[config.mk]
export PLATFORM = sky130hd
export DESIGN_NAME = mem_store_buffer
export DESIGN_NICKNAME = d
export VERILOG_FILES = /design/src/rtl/mem_store_buffer_pkg.sv /design/src/rtl/mem_store_buffer_store_align.sv /design/src/rtl/mem_store_buffer.sv
export SDC_FILE = /design/constraint.sdc
export NUM_CORES = 1
export LEC_CHECK = 0
export CAP_MARGIN = 15
export CORE_MARGIN = 2
export CORE_UTILIZATION = 47
export CTS_BUF_LIST = sky130_fd_sc_hd__clkbuf_16
export CTS_CLUSTER_SIZE = 8
export DETAILED_ROUTE_END_ITERATION = 10
export PLACE_DENSITY = 0.71
export SYNTH_ARGS = -nofsm -noshare
export SYNTH_HDL_FRONTEND = slang
export SYNTH_SLANG_ARGS = --single-unit
[constraint.sdc]
create_clock -name clk -period 6.6 [get_ports clk]
set_input_delay 1.32 -clock clk [delete_from_list [all_inputs] [get_ports clk]]
set_output_delay 1.32 -clock clk [all_outputs]
set_load 0.1 [all_outputs]
[src/rtl/mem_store_buffer_pkg.sv]
// Shared store-buffer definitions: store op encodings, byte-enable patterns, exception code
// and the buffered entry layout.
package mem_store_buffer_pkg;

    typedef enum logic [1:0] {
        ST_SW   = 2'b00,
        ST_SH   = 2'b01,
        ST_SB   = 2'b10,
        ST_NONE = 2'b11
    } st_op_e;

    localparam logic [3:0] BE_WORD    = 4'b1111;
    localparam logic [3:0] BE_HALF_LO = 4'b0011;
    localparam logic [3:0] BE_HALF_HI = 4'b1100;
    localparam logic [3:0] BE_BYTE    = 4'b0001;

    localparam logic [4:0] EXC_ADES = 5'd5;

    typedef struct packed {
        logic [31:0] addr;
        logic [31:0] wdata;
        logic [3:0]  byteen;
        logic [31:0] pc;
    } sb_entry_t;

endpackage

[src/rtl/mem_store_buffer_store_align.sv]
// Combinational store lane alignment: op + low address bits -> byte enables, replicated data.
// Misalignment is only reported when STORE_ALIGN_EXC_EN is defined.
module store_align
    import mem_store_buffer_pkg::*;
(
    input  logic [1:0]  op,
    input  logic [1:0]  addr_lo,
    input  logic [31:0] data,
    output logic [3:0]  byteen,
    output logic [31:0] wdata,
    output logic        misaligned
);

    always_comb begin
        byteen     = BE_WORD;
        wdata      = data;
        misaligned = 1'b0;
        case (op)
            ST_SW: begin
`ifdef STORE_ALIGN_EXC_EN
                misaligned = (addr_lo != 2'b00);
`endif
            end
            ST_SH: begin
                byteen = addr_lo[1] ? BE_HALF_HI : BE_HALF_LO;
                wdata  = {2{data[15:0]}};
`ifdef STORE_ALIGN_EXC_EN
                misaligned = addr_lo[0];
`endif
            end
            ST_SB: begin
                byteen = BE_BYTE << addr_lo;
                wdata  = {4{data[7:0]}};
            end
            default: begin
                byteen = 4'b0000;
            end
        endcase
    end

endmodule

[src/rtl/mem_store_buffer.sv]
// MEM-stage store buffer: aligns sw/sh/sb, queues them in a DEPTH-entry FIFO, drains over valid/ready
// and flags loads to pending words. Optional misaligned-store exception via STORE_ALIGN_EXC_EN.
module mem_store_buffer
    import mem_store_buffer_pkg::*;
#(
    parameter int DEPTH = 4
) (
    input  logic        clk,
    input  logic        rst_n,
    input  logic        st_valid,
    input  logic [1:0]  st_op,
    input  logic [31:0] st_addr,
    input  logic [31:0] st_data,
    input  logic [31:0] st_pc,
    output logic        st_ready,
    output logic        m_valid,
    input  logic        m_ready,
    output logic [31:0] m_addr,
    output logic [31:0] m_wdata,
    output logic [3:0]  m_byteen,
    output logic [31:0] m_pc,
    input  logic        ld_valid,
    input  logic [31:0] ld_addr,
    output logic        ld_hazard,
    output logic        buf_empty,
    output logic        st_exc,
    output logic [31:0] st_badvaddr
);

    localparam int          AW        = $clog2(DEPTH);
    localparam logic [AW:0] CNT_FULL  = (AW + 1)'(DEPTH);
    localparam logic [31:0] WORD_MASK = 32'hFFFF_FFFC;

    sb_entry_t      mem [DEPTH];
    logic [AW-1:0]  head, tail;
    logic [AW:0]    count;
    logic [3:0]     al_byteen;
    logic [31:0]    al_wdata;
    logic           misaligned;
    logic           accept, push, pop;
    logic [DEPTH-1:0] hit;

    store_align u_align (
        .op         (st_op),
        .addr_lo    (st_addr[1:0]),
        .data       (st_data),
        .byteen     (al_byteen),
        .wdata      (al_wdata),
        .misaligned (misaligned)
    );

    // st_ready and m_valid depend only on registered count, so no in->out combinational path.
    assign st_ready  = (count != CNT_FULL);
    assign m_valid   = (count != '0);
    assign buf_empty = (count == '0);
    assign accept    = st_valid && st_ready;
    assign push      = accept && (st_op != ST_NONE) && !misaligned;
    assign pop       = m_valid && m_ready;

    always_ff @(posedge clk or negedge rst_n) begin
        if (!rst_n) begin
            head  <= '0;
            tail  <= '0;
            count <= '0;
        end else begin
            if (push) tail <= tail + 1'b1;
            if (pop)  head <= head + 1'b1;
            case ({push, pop})
                2'b10:   count <= count + 1'b1;
                2'b01:   count <= count - 1'b1;
                default: count <= count;
            endcase
        end
    end

    always_ff @(posedge clk) begin
        if (push) mem[tail] <= '{addr: {st_addr[31:2], 2'b00}, wdata: al_wdata,
                                 byteen: al_byteen, pc: st_pc};
    end

    assign m_addr   = mem[head].addr;
    assign m_wdata  = mem[head].wdata;
    assign m_byteen = mem[head].byteen;
    assign m_pc     = mem[head].pc;

    // An entry is live when its distance from head is below count.
    for (genvar g = 0; g < DEPTH; g++) begin : g_hit
        logic [AW-1:0] offs;
        assign offs   = AW'(g) - head;
        assign hit[g] = ({1'b0, offs} < count) &&
                        (((mem[g].addr ^ ld_addr) & WORD_MASK) == 32'h0) &&
                        (mem[g].byteen != 4'b0000);
    end

    assign ld_hazard = ld_valid && (|hit);

`ifdef STORE_ALIGN_EXC_EN
    always_ff @(posedge clk or negedge rst_n) begin
        if (!rst_n) begin
            st_exc      <= 1'b0;
            st_badvaddr <= '0;
        end else begin
            st_exc <= accept && misaligned;
            if (accept && misaligned) st_badvaddr <= st_addr;
        end
    end
`else
    assign st_exc      = 1'b0;
    assign st_badvaddr = '0;
`endif

endmodule
**Word level (Yosys, flattened, before mapping)**

Memory sizes are Yosys's and may differ from the RTL's.
Index checks and enable logic that the tools add are counted.

- Register bits: 7
- Memory bits (writable): 392
- Bits of input ports: 135
- Output and inout bits: 137
- Logic and storage cells: 58
- Memories kept: 1

Memory list:

| name | words | width | rd ports | clocked after memory_dff | write ports | line | source |
|---|---|---|---|---|---|---|---|
| mem | 4 | 98 | 5 | 0 | 1 | mem_store_buffer.sv:34 | `sb_entry_t mem [DEPTH];` |

- Add/sub/neg operators: 8
- $lt $le $gt $ge: 4
- Eq/ne operators: 6
- Shift operators: 1
- Muxes and demuxes: 6
- Bitwise logic cells: 4
- Reductions and logical operators: 25

Operators by type and width:

| kind | number |
|---|---|
| logical NOT 32 bit | 4 |
| XOR 32 bit | 4 |
| one-hot mux 32 bit (2 select lines) | 1 |
| nonzero test 4 bit | 4 |
| logical AND 1 bit | 12 |
| < comparator 2 x 3 -> 1 bit | 4 |
| one-hot mux 4 bit (3 select lines) | 1 |
| one-hot mux 3 bit (2 select lines) | 1 |
| adder 2 x 1 -> 2 bit (second input constant) | 2 |
| == test 2 x 1 -> 1 bit (second input constant) | 2 |
| == test 2 bit (second input constant) | 2 |
| two-way mux 4 bit | 1 |
| OR reduction 4 bit | 1 |
| << shifter 1 x 2 -> 4 bit (first input constant) | 1 |
| subtractor 1 x 2 -> 2 bit (first input constant) | 2 |
| subtractor 2 bit (first input constant) | 2 |
| adder 3 x 1 -> 3 bit (second input constant) | 1 |
| logical NOT 3 bit | 1 |
| inequality test 3 bit (second input constant) | 1 |
| nonzero test 3 bit | 1 |
| subtractor 3 x 1 -> 3 bit (second input constant) | 1 |
| logical NOT 2 bit | 1 |
| two-way mux 1 bit | 2 |
| inequality test 2 bit (second input constant) | 1 |
| nonzero test 2 bit | 1 |

**Logic depth before layout (Yosys ltp)**

An unclocked memory read counts as a cell.

- Depth after elaboration: 7
- Mapped depth: 11

**Hierarchy**

A second synthesis with hierarchy kept.

- Cells, all modules: 891
- Area total of the unflattened synthesis: 17137.7 um^2

Modules (own cells, without submodules):

| module | times used | cells each | area an instance (um^2) | sequential area each (um^2) |
|---|---|---|---|---|
| mem_store_buffer | 1 | 798 | 16554.6 | 11946.5 |
| store_align | 1 | 93 | 583.1 | 0.0 |

**Worst setup path after synthesis**

No wires, ideal clock.

- Kind: input-to-output
- From: input port ld_addr[20]
- To: output port ld_hazard
- Arrival time: 3743 ps
- Path slack: 1537 ps
- Stages: 6
- Path buffers: 1
- Path through: buf_4 -> xnor2_2 -> nand4_1 -> nor4_1 -> o2111ai_1 -> a41oi_1

- Longest elaborated chain between the ends: 6

Ends and longest elaborated chain:

| element | line | source |
|---|---|---|
| start, declared | mem_store_buffer.sv:23 | `input logic [31:0] ld_addr,` |
| XOR 32 bit | mem_store_buffer.sv:91 | `(((mem[g].addr ^ ld_addr) & WORD_MASK) == 32'h0) &&` |
| logical NOT 32 bit | mem_store_buffer.sv:91 |  |
| logical AND 1 bit | mem_store_buffer.sv:90 | `assign hit[g] = ({1'b0, offs} < count) &&` |
| logical AND 1 bit | mem_store_buffer.sv:91 |  |
| OR reduction 4 bit (*) | mem_store_buffer.sv:95 | `assign ld_hazard = ld_valid && (\|hit);` |
| logical AND 1 bit (*) | mem_store_buffer.sv:95 |  |
| end, declared | mem_store_buffer.sv:24 | `output logic ld_hazard,` |

Mark *: on every way between the ends. The rest lies on a longest branch, timed or not.

**Final worst setup path**

- From: input port ld_addr[7]
- To: output port ld_hazard

Same word-level chain as after synthesis.

==> flow_results.xml <==
<?xml version="1.0" encoding="UTF-8"?>
<metrics>
  <group name="placement">
    <metric name="cell_count_after_placement" unit="">1528</metric>
    <metric name="dp.final_hpwl" unit="um">25000</metric>
    <metric name="io_buffers" unit="">234</metric>
    <metric name="routabilityCongestion" unit="">0.837</metric>
  </group>
  <group name="floorplanning">
    <metric name="rows" unit="">69</metric>
    <metric name="die-area" unit="um2">37900</metric>
    <metric name="io-pin-count" unit="">272</metric>
    <metric name="initial_utilization" unit="">0.479</metric>
    <metric name="placeableCoreArea" unit="um2">35700</metric>
    <metric name="die_w" unit="um">195</metric>
    <metric name="die_height" unit="um">195</metric>
  </group>
  <group name="global_routing">
    <metric name="overflow" unit="">0</metric>
    <metric name="vias_in_the_first_global_route" unit="">9298</metric>
    <metric name="grt_max_degree" unit="">66</metric>
    <metric name="track_usage" unit="">0.204</metric>
    <metric name="global_route_wire_length_before_repair" unit="um">57200</metric>
    <metric name="antenna_found_initial" unit="">2</metric>
  </group>
  <group name="worst_hold_path">
    <metric name="min_path_type" unit="">reg -&gt; reg</metric>
  </group>
  <group name="drt">
    <metric name="postRouteWirelength" unit="um">38300</metric>
    <metric name="first_pass_iters" unit="">5</metric>
    <metric name="detail_route.drc_violations" unit="">0</metric>
    <metric name="antenna_violating_nets_post_route" unit="">0</metric>
    <metric name="vias" unit="">8794</metric>
    <metric name="number_of_drc_violations_after_detailed_routing_iteration_0" unit="">642</metric>
    <metric name="post_drt_wl_per_cell" unit="um">23.8</metric>
    <metric name="detail_route.vias_per_cell" unit="">5.47</metric>
  </group>
  <group name="cts">
    <metric name="clock_tree.root_cell" unit="">sky130_fd_sc_hd__clkbuf_16</metric>
    <metric name="cts_max_level" unit="">2</metric>
    <metric name="tritoncts" unit="">yes</metric>
    <metric name="post_cts_resized" unit="">0</metric>
    <metric name="cts_setup_buffers" unit="">0</metric>
    <metric name="clock_tree.buffer_depth" unit="">3</metric>
    <metric name="clk_pin_slew" unit="ps">50</metric>
    <metric name="hold_buffers" unit="">0</metric>
    <metric name="clock_latency" unit="ps">580</metric>
    <metric name="number_of_buffers_inserted_during_clock_tree_synthesis" unit="">55</metric>
    <metric name="cts.sinks" unit="">399</metric>
  </group>
  <group name="sta">
    <metric name="finalSetupViolCount" unit="">0</metric>
    <metric name="finalCriticalPeriod" unit="ps">4990</metric>
    <metric name="finalHoldViolCount" unit="">0</metric>
    <metric name="rsz0062_at_grt" unit="">false</metric>
    <metric name="slew_viol_final" unit="">0</metric>
    <metric name="max_slew.worst_pin.slew" unit="ps">1130</metric>
    <metric name="slew-limit-headroom" unit="">0.246</metric>
    <metric name="final.setup.tns" unit="ps">0</metric>
    <metric name="fin_worst_skew" unit="ps">11.8</metric>
    <metric name="fmax_achieved" unit="GHz">0.200</metric>
    <metric name="final_min_period_over_clock_period" unit="">0.757</metric>
  </group>
  <group name="worst_setup_path">
    <metric name="cp_capture_type" unit="">primary output</metric>
    <metric name="setup.worst_path.class" unit="">in -&gt; out</metric>
    <metric name="worst-endpoint-required" unit="ps">5280</metric>
    <metric name="timing.critical_path.fanout_max" unit="">4</metric>
    <metric name="worst_setup_path_start_kind" unit="">input pin</metric>
    <metric name="cp_data_arrival_time" unit="ps">3670</metric>
  </group>
  <group name="yosys">
    <metric name="post_synth_instance_area" unit="um2">17100</metric>
    <metric name="number_of_distinct_library_cells_after_synthesis" unit="">35</metric>
    <metric name="yosys_warnings" unit="">0</metric>
    <metric name="synth-seq-cells" unit="">399</metric>
    <metric name="post_synth_inst_count" unit="">881</metric>
    <metric name="synth.yosys.seq_area_share" unit="">0.700</metric>
    <metric name="syn_area_per_cell" unit="um2">19.4</metric>
  </group>
  <group name="status">
    <metric name="outcome" unit="">complete, no violations</metric>
  </group>
  <group name="cells_and_area">
    <metric name="finish.cell_count_without_fillers" unit="">1609</metric>
    <metric name="multiInputGateArea" unit="um2">4510</metric>
    <metric name="antenna_cells" unit="">0</metric>
    <metric name="filler_cell_count" unit="">2648</metric>
    <metric name="area_delta_synth_final" unit="%">23.4</metric>
    <metric name="seqCellArea" unit="um2">12000</metric>
    <metric name="nets" unit="">1273</metric>
    <metric name="fraction_of_final_layout_cells_with_drive_strength_greater_than_1" unit="">0.162</metric>
  </group>
  <group name="job">
    <metric name="timing.max_cap.violations" unit="">0</metric>
  </group>
</metrics>
==> worst max-delay path: stages <==
cell	delay [ps]
sky130_fd_sc_hd__clkdlybuf4s50_1	660
sky130_fd_sc_hd__xnor2_1	200
sky130_fd_sc_hd__nand4_1	130
sky130_fd_sc_hd__nor4_1	500
sky130_fd_sc_hd__o2111ai_1	200
sky130_fd_sc_hd__a41oi_1	320
sky130_fd_sc_hd__buf_4	350
==> registers in the layout, summed over array words and instances, names as in the netlist <==
signal and cells:
count 3, tail 2, mem 392, head 2
==> path summary, 6_finish.rpt <==
path                       slack, ps        from  cells past startpoint          to
setup / recovery                1610  ld_addr[7]                      7   ld_hazard
hold / removal                   520    count[1]                      2    count[1]
setup reg to reg                3710    count[0]                      5  mem[1][71]
hold reg to reg                  520    count[1]                      2    count[1]
max in group asynchronous       5290       rst_n                      1     head[0]
min in group asynchronous       1010       rst_n                      1    count[2]
==> per-layer routing <==
layer / track usage / part of all wire
met5: 0 / 0.00050
met4: 0.0664 / 0.023
met3: 0.0508 / 0.070
met2: 0.321 / 0.48
met1: 0.283 / 0.43
==> stage by stage <==
step | utilization | setup WS [ps] | cell area (um2) | hold slack, ps
finish | 0.591 | 1610 | 21100 | 522
global route | 0.591 | 1420 | 21100 | 589
CTS | 0.591 | 1510 | 21100 | 522
detailed placement | 0.549 | 1570 | 19600 | 504
global placement | 0.549 | 1590 | 19600 | 491
floorplan | - | 1540 | 17200 | 465
==> cell families (layout without fill, tap and decap cells) <==
logic type / count (synthesis) / in the layout / synth area share
buf+inv: 115 / 348 / 0.0443
xor+xnor: 127 / 127 / 0.0711
fa+ha+maj: 14 / 14 / 0.0107
mux: 98 / 98 / 0.129
flops: 399 / 399 / 0.700
other cells: 1 / 35 / 0.000220
compound gates: 53 / 53 / 0.0213
simple gates: 74 / 74 / 0.0232
==> synthesized netlist by cell type (all sizes together) <==
library cell  instances  area [um2]
edfxtp              392       11800
xnor2               104        1010
mux4                 98        2210
buf                  75         604
nand4                24         150
xor2                 23         201
inv                  22        82.6
clkbuf               18        68.8
a21oi                16        80.1
nor2                 15        56.3
ha                   13         163
nand2                12        45.0
nor4                 12        75.1
a22o                  8        70.1
a22oi                 8        60.1
o22ai                 8        50.1
dfrtp                 7         175
and2                  6        37.5
o2111ai               4        35.0
o41ai                 4        35.0
a21o                  2        15.0
nand2b                2        12.5
o21ai                 2        10.0
a41oi                 1        8.76
and3b                 1        8.76
conb                  1        3.75
fa                    1        20.0
nand3                 1        5.00
or3                   1        6.26
==> final cells by class <==
cell class              count  area share
clock buffers              55      0.0653
repair buffers            245       0.117
multi-input cells         401       0.214
clock inverters            26     0.00535
inverters                  22     0.00392
flip-flops and latches    399       0.567
well taps                 461      0.0274
==> cell usage in the layout, fill, tap and decap left out, types with 11 or more instances in the layout <==
master,n
sky130_fd_sc_hd__xnor2_1,92
sky130_fd_sc_hd__xor2_1,23
sky130_fd_sc_hd__xnor2_2,11
sky130_fd_sc_hd__conb_1,35
sky130_fd_sc_hd__inv_1,45
sky130_fd_sc_hd__nor4_1,12
sky130_fd_sc_hd__ha_1,13
sky130_fd_sc_hd__edfxtp_1,392
sky130_fd_sc_hd__nand2_1,12
sky130_fd_sc_hd__a21oi_1,16
sky130_fd_sc_hd__clkbuf_16,55
sky130_fd_sc_hd__mux4_2,98
sky130_fd_sc_hd__clkdlybuf4s50_1,233
sky130_fd_sc_hd__nor2_1,15
sky130_fd_sc_hd__nand4_1,24
Power is not shown: default switching activity piles up to over one toggle a cycle in this logic, so the estimate is an artifact.
==> variant 1 (same flow settings) <==
Set the parameter `DEPTH` to 2 (it was 4).
--- a/src/rtl/mem_store_buffer.sv
+++ b/src/rtl/mem_store_buffer.sv
@@ -3,7 +3,7 @@
 module mem_store_buffer
     import mem_store_buffer_pkg::*;
 #(
-    parameter int DEPTH = 4
+    parameter int DEPTH = 2
 ) (
     input  logic        clk,
     input  logic        rst_n,
Formal check against the unedited RTL: not equivalent (Yosys sat finds a counterexample within 4 cycles, from zero or initial values and one cycle with rst_n low).
==> variant 1 against the original RTL <==
Sequential cell count is 199 lower. Synthesized cell count is 40% lower. Count of clock-buffer cells in the layout is 38 lower. Synthesized area is 49% lower. Worst setup slack better by 0.16 ns. Highest routed layer is now met4. Die area is 48% lower. Register-to-register slack better by 0.62 ns. Cell area is 44% lower. Non-clock buffer count is 6 lower. Global-route usage is 0.82 points lower. Wire length is 49% lower.
==> variant 1: results (changes against the original RTL) <==
Vias/cell=5.12 (was 5.47); sequential share of cell area=51.1% (was 56.7%); Cell Area, Placed=0.0111 mm² (was 0.0196 mm²); Core ar.=0.0180 mm² (was 0.0357 mm²); DP HPWL=13900 µm (was 25000 µm); post-CTS sizing=0 (unchanged); Fillers=1275 (was 2648); Placement Setup Slack=2.04 ns (was 1.57 ns); Seq cells post-synth=200 (was 399); met2 usage=33.4% (was 32.1%); invs w/o clock=14 (was 22); vias in the first global route=5381 (was 9298); Longest Clk Path Bufs=2 (was 3); Synth Area in Compound Gates=3.21% (was 2.13%); met3 GRT Util=6.60% (was 5.08%); mux contribution to synthesized area=12.7% (was 12.9%); placed cells=980 (was 1528); synthesis-to-layout area growth=34.9% (was 23.4%); fraction of area in multi-input gates=20.8% (was 21.4%); top flop regs=mem x196, count x2 (was mem x392, count x3); drt initial violations=266 (was 642); Multi-In Gates=298 (was 401); share of cells above drive strength 1=10.2% (was 16.2%); met1 usage=24.3% (was 28.3%); outcome=finished, final reports clean (unchanged); ClkCell Share=4.86% (was 7.07%); clock-pin slew on the worst setup and hold paths=0.07 ns (was 0.05 ns); NonClk Buf Share=20.3% (was 11.7%); final WL=19500 µm (was 38300 µm); H-tree Lvls=4 (was 2); gr usage total=19.6% (was 20.4%); post-synthesis adder-cell area fraction=0.720% (was 1.07%); Synth async-reset ratio=2.00% (was 1.75%); CP peak stage delay=1.16 ns (was 0.66 ns); Synth area leaders=edfxtp_1 (68%), mux2_1 (7.5%), mux2_2 (5.2%) (was edfxtp_1 (69%), mux4_2 (13%), xnor2_1 (4.7%)); final RePlAce weighted congestion=0.865 (was 0.837); Clock Latency Late Sink=0.43 ns (was 0.58 ns); Plain + repair buffers=239 (was 245); xor/xnor share of the synthesized area=6.56% (was 7.11%); Critical Path AT=3.51 ns (was 3.67 ns); initial antenna violation count=0 (was 2); synth cell count leaders=edfxtp_1 (196), mux2_1 (58), xnor2_1 (45) (was edfxtp_1 (392), mux4_2 (98), xnor2_1 (92)); vias=5179 (was 8794); worst slew pin tran=1.07 ns (was 1.13 ns); mean post-synth cell area=16.3 µm² (was 19.4 µm²)
[variant 1: cell count changes in the layout (fill, tap and decap cells not counted), moves of 12 or more]
cell / change
edfxtp_1: -196
mux4_2: -98
mux2_1: +58
xnor2_1: -47
mux2_2: +40
clkbuf_16: -38
inv_1: -31
nand4_1: -12
[variant 1: final timing paths]
kind                       slack [ns]                  from              endpoint  cells past startpoint
max in group asynchronous        5.34                 rst_n      head$_DFFE_PN0P_                      1
min in group asynchronous        1.09                 rst_n  count[0]$_DFFE_PN0P_                      1
min reg2reg                      0.56      tail$_DFFE_PN0P_      tail$_DFFE_PN0P_                      1
min                              0.56      tail$_DFFE_PN0P_      tail$_DFFE_PN0P_                      1
max reg2reg                      4.33  count[0]$_DFFE_PN0P_  mem[0][75]$_DFFE_PP_                      4
max                              1.77      head$_DFFE_PN0P_           m_wdata[15]                      3
[variant 1: routing by layer]
metal	vias to the layer above	share of wire, %
li1	2403	-
met1	2534	40
met2	229	50
met3	13	8.7
met4	0	0.98
met5	-	0
==> variant 2 (config.mk and constraints unchanged) <==
Without the edit above. Remove the case item `ST_SB` of the case on `op`.
--- a/src/rtl/mem_store_buffer_store_align.sv
+++ b/src/rtl/mem_store_buffer_store_align.sv
@@ -28,10 +28,6 @@
                 misaligned = addr_lo[0];
 `endif
             end
-            ST_SB: begin
-                byteen = BE_BYTE << addr_lo;
-                wdata  = {4{data[7:0]}};
-            end
             default: begin
                 byteen = 4'b0000;
             end
Behaviour: not the same (a bounded check fails within 4 cycles, from zero or initial values and one cycle with rst_n low).
==> variant 2 against the original RTL <==
Worst setup slack got worse by 0.093 ns. Cell area is 3.2% lower. Wire length down 6.5%. Synthesized cell count down 8.1%. Register-to-register slack gained 0.23 ns. Synthesized area decreased by 4.1%. Hold slack lost 0.0094 ns. Sequential cell count shrank 8. Global-route usage down 0.54 points. Count of clock-buffer cells in the layout stayed put. Critical path type unchanged. Highest routed layer unchanged.
Power is left out: the tool's default activity adds up to more than one toggle a clock period on the data nets, which glitch-free logic cannot reach.
==> variant 2: results (changes against the original RTL) <==
R2R Setup Slk=3.94 ns (was 3.71 ns); met3 GRT Util=6.81% (was 5.08%); gr usage total=19.9% (was 20.4%); DP HPWL=23300 µm (was 25000 µm); synth cell count leaders=edfxtp_1 (384), xnor2_1 (103), mux4_2 (96) (was edfxtp_1 (392), mux4_2 (98), xnor2_1 (92)); wire length per cell=23.4 µm (was 23.8 µm); Synth async-reset ratio=1.79% (was 1.75%); Post-synth EDFFs=384 (was 392); vias in the first global route=8816 (was 9298); share of cells above drive strength 1=17.9% (was 16.2%); Netlist cell types=31 (was 35); mean post-synth cell area=20.2 µm² (was 19.4 µm²); Max Clock Skew=0.0105 ns (was 0.0118 ns); placed cells=1456 (was 1528); cts bufs inserted=54 (was 55); routed wire length on met2=17200 µm (was 18400 µm); Synth area leaders=edfxtp_1 (70%), mux4_2 (13%), xnor2_1 (5.5%) (was edfxtp_1 (69%), mux4_2 (13%), xnor2_1 (4.7%)); Clock Latency Late Sink=0.55 ns (was 0.58 ns); Fin Hold WS=0.512 ns (was 0.522 ns); Fillers=2550 (was 2648); Port Buffers=233 (was 234); initial antenna violation count=8 (was 2); R2R Path End=mem[3][23]$_DFFE_PP_ (was mem[1][71]$_DFFE_PP_); Met1 Routed Length=14900 µm (was 16300 µm); outcome=finished, final reports clean (unchanged); Synth Area in Compound Gates=0.634% (was 2.13%); xor/xnor share of the synthesized area=6.84% (was 7.11%)
-- variant 2: per-stage QoR --
| stage | worst slack (ns) | instance area (µm²) |
|---|---|---|
| 2_1_floorplan | 1.49 | 16500 |
| 3_3_place_gp | 1.56 | 18900 |
| 3_5_place_dp | 1.57 | 18900 |
| 4_1_cts | 1.50 | 20400 |
| 5_1_grt | 1.42 | 20400 |
| 6_report | 1.51 | 20400 |
-- variant 2: cell type report --
| cell class | count | area [µm²] | area share (%) |
|---|---|---|---|
| Clock inverter | 13 | 53.8 | 0.264 |
| Sequential cell | 391 | 11700 | 57.5 |
| Tap cell | 455 | 569 | 2.79 |
| Timing Repair Buffer | 245 | 2440 | 12.0 |
| Clock buffer | 55 | 1380 | 6.75 |
| Multi-Input combinational cell | 354 | 4170 | 20.4 |
| Inverter | 11 | 41.3 | 0.203 |
| Antenna cell | 7 | 17.5 | 0.0859 |
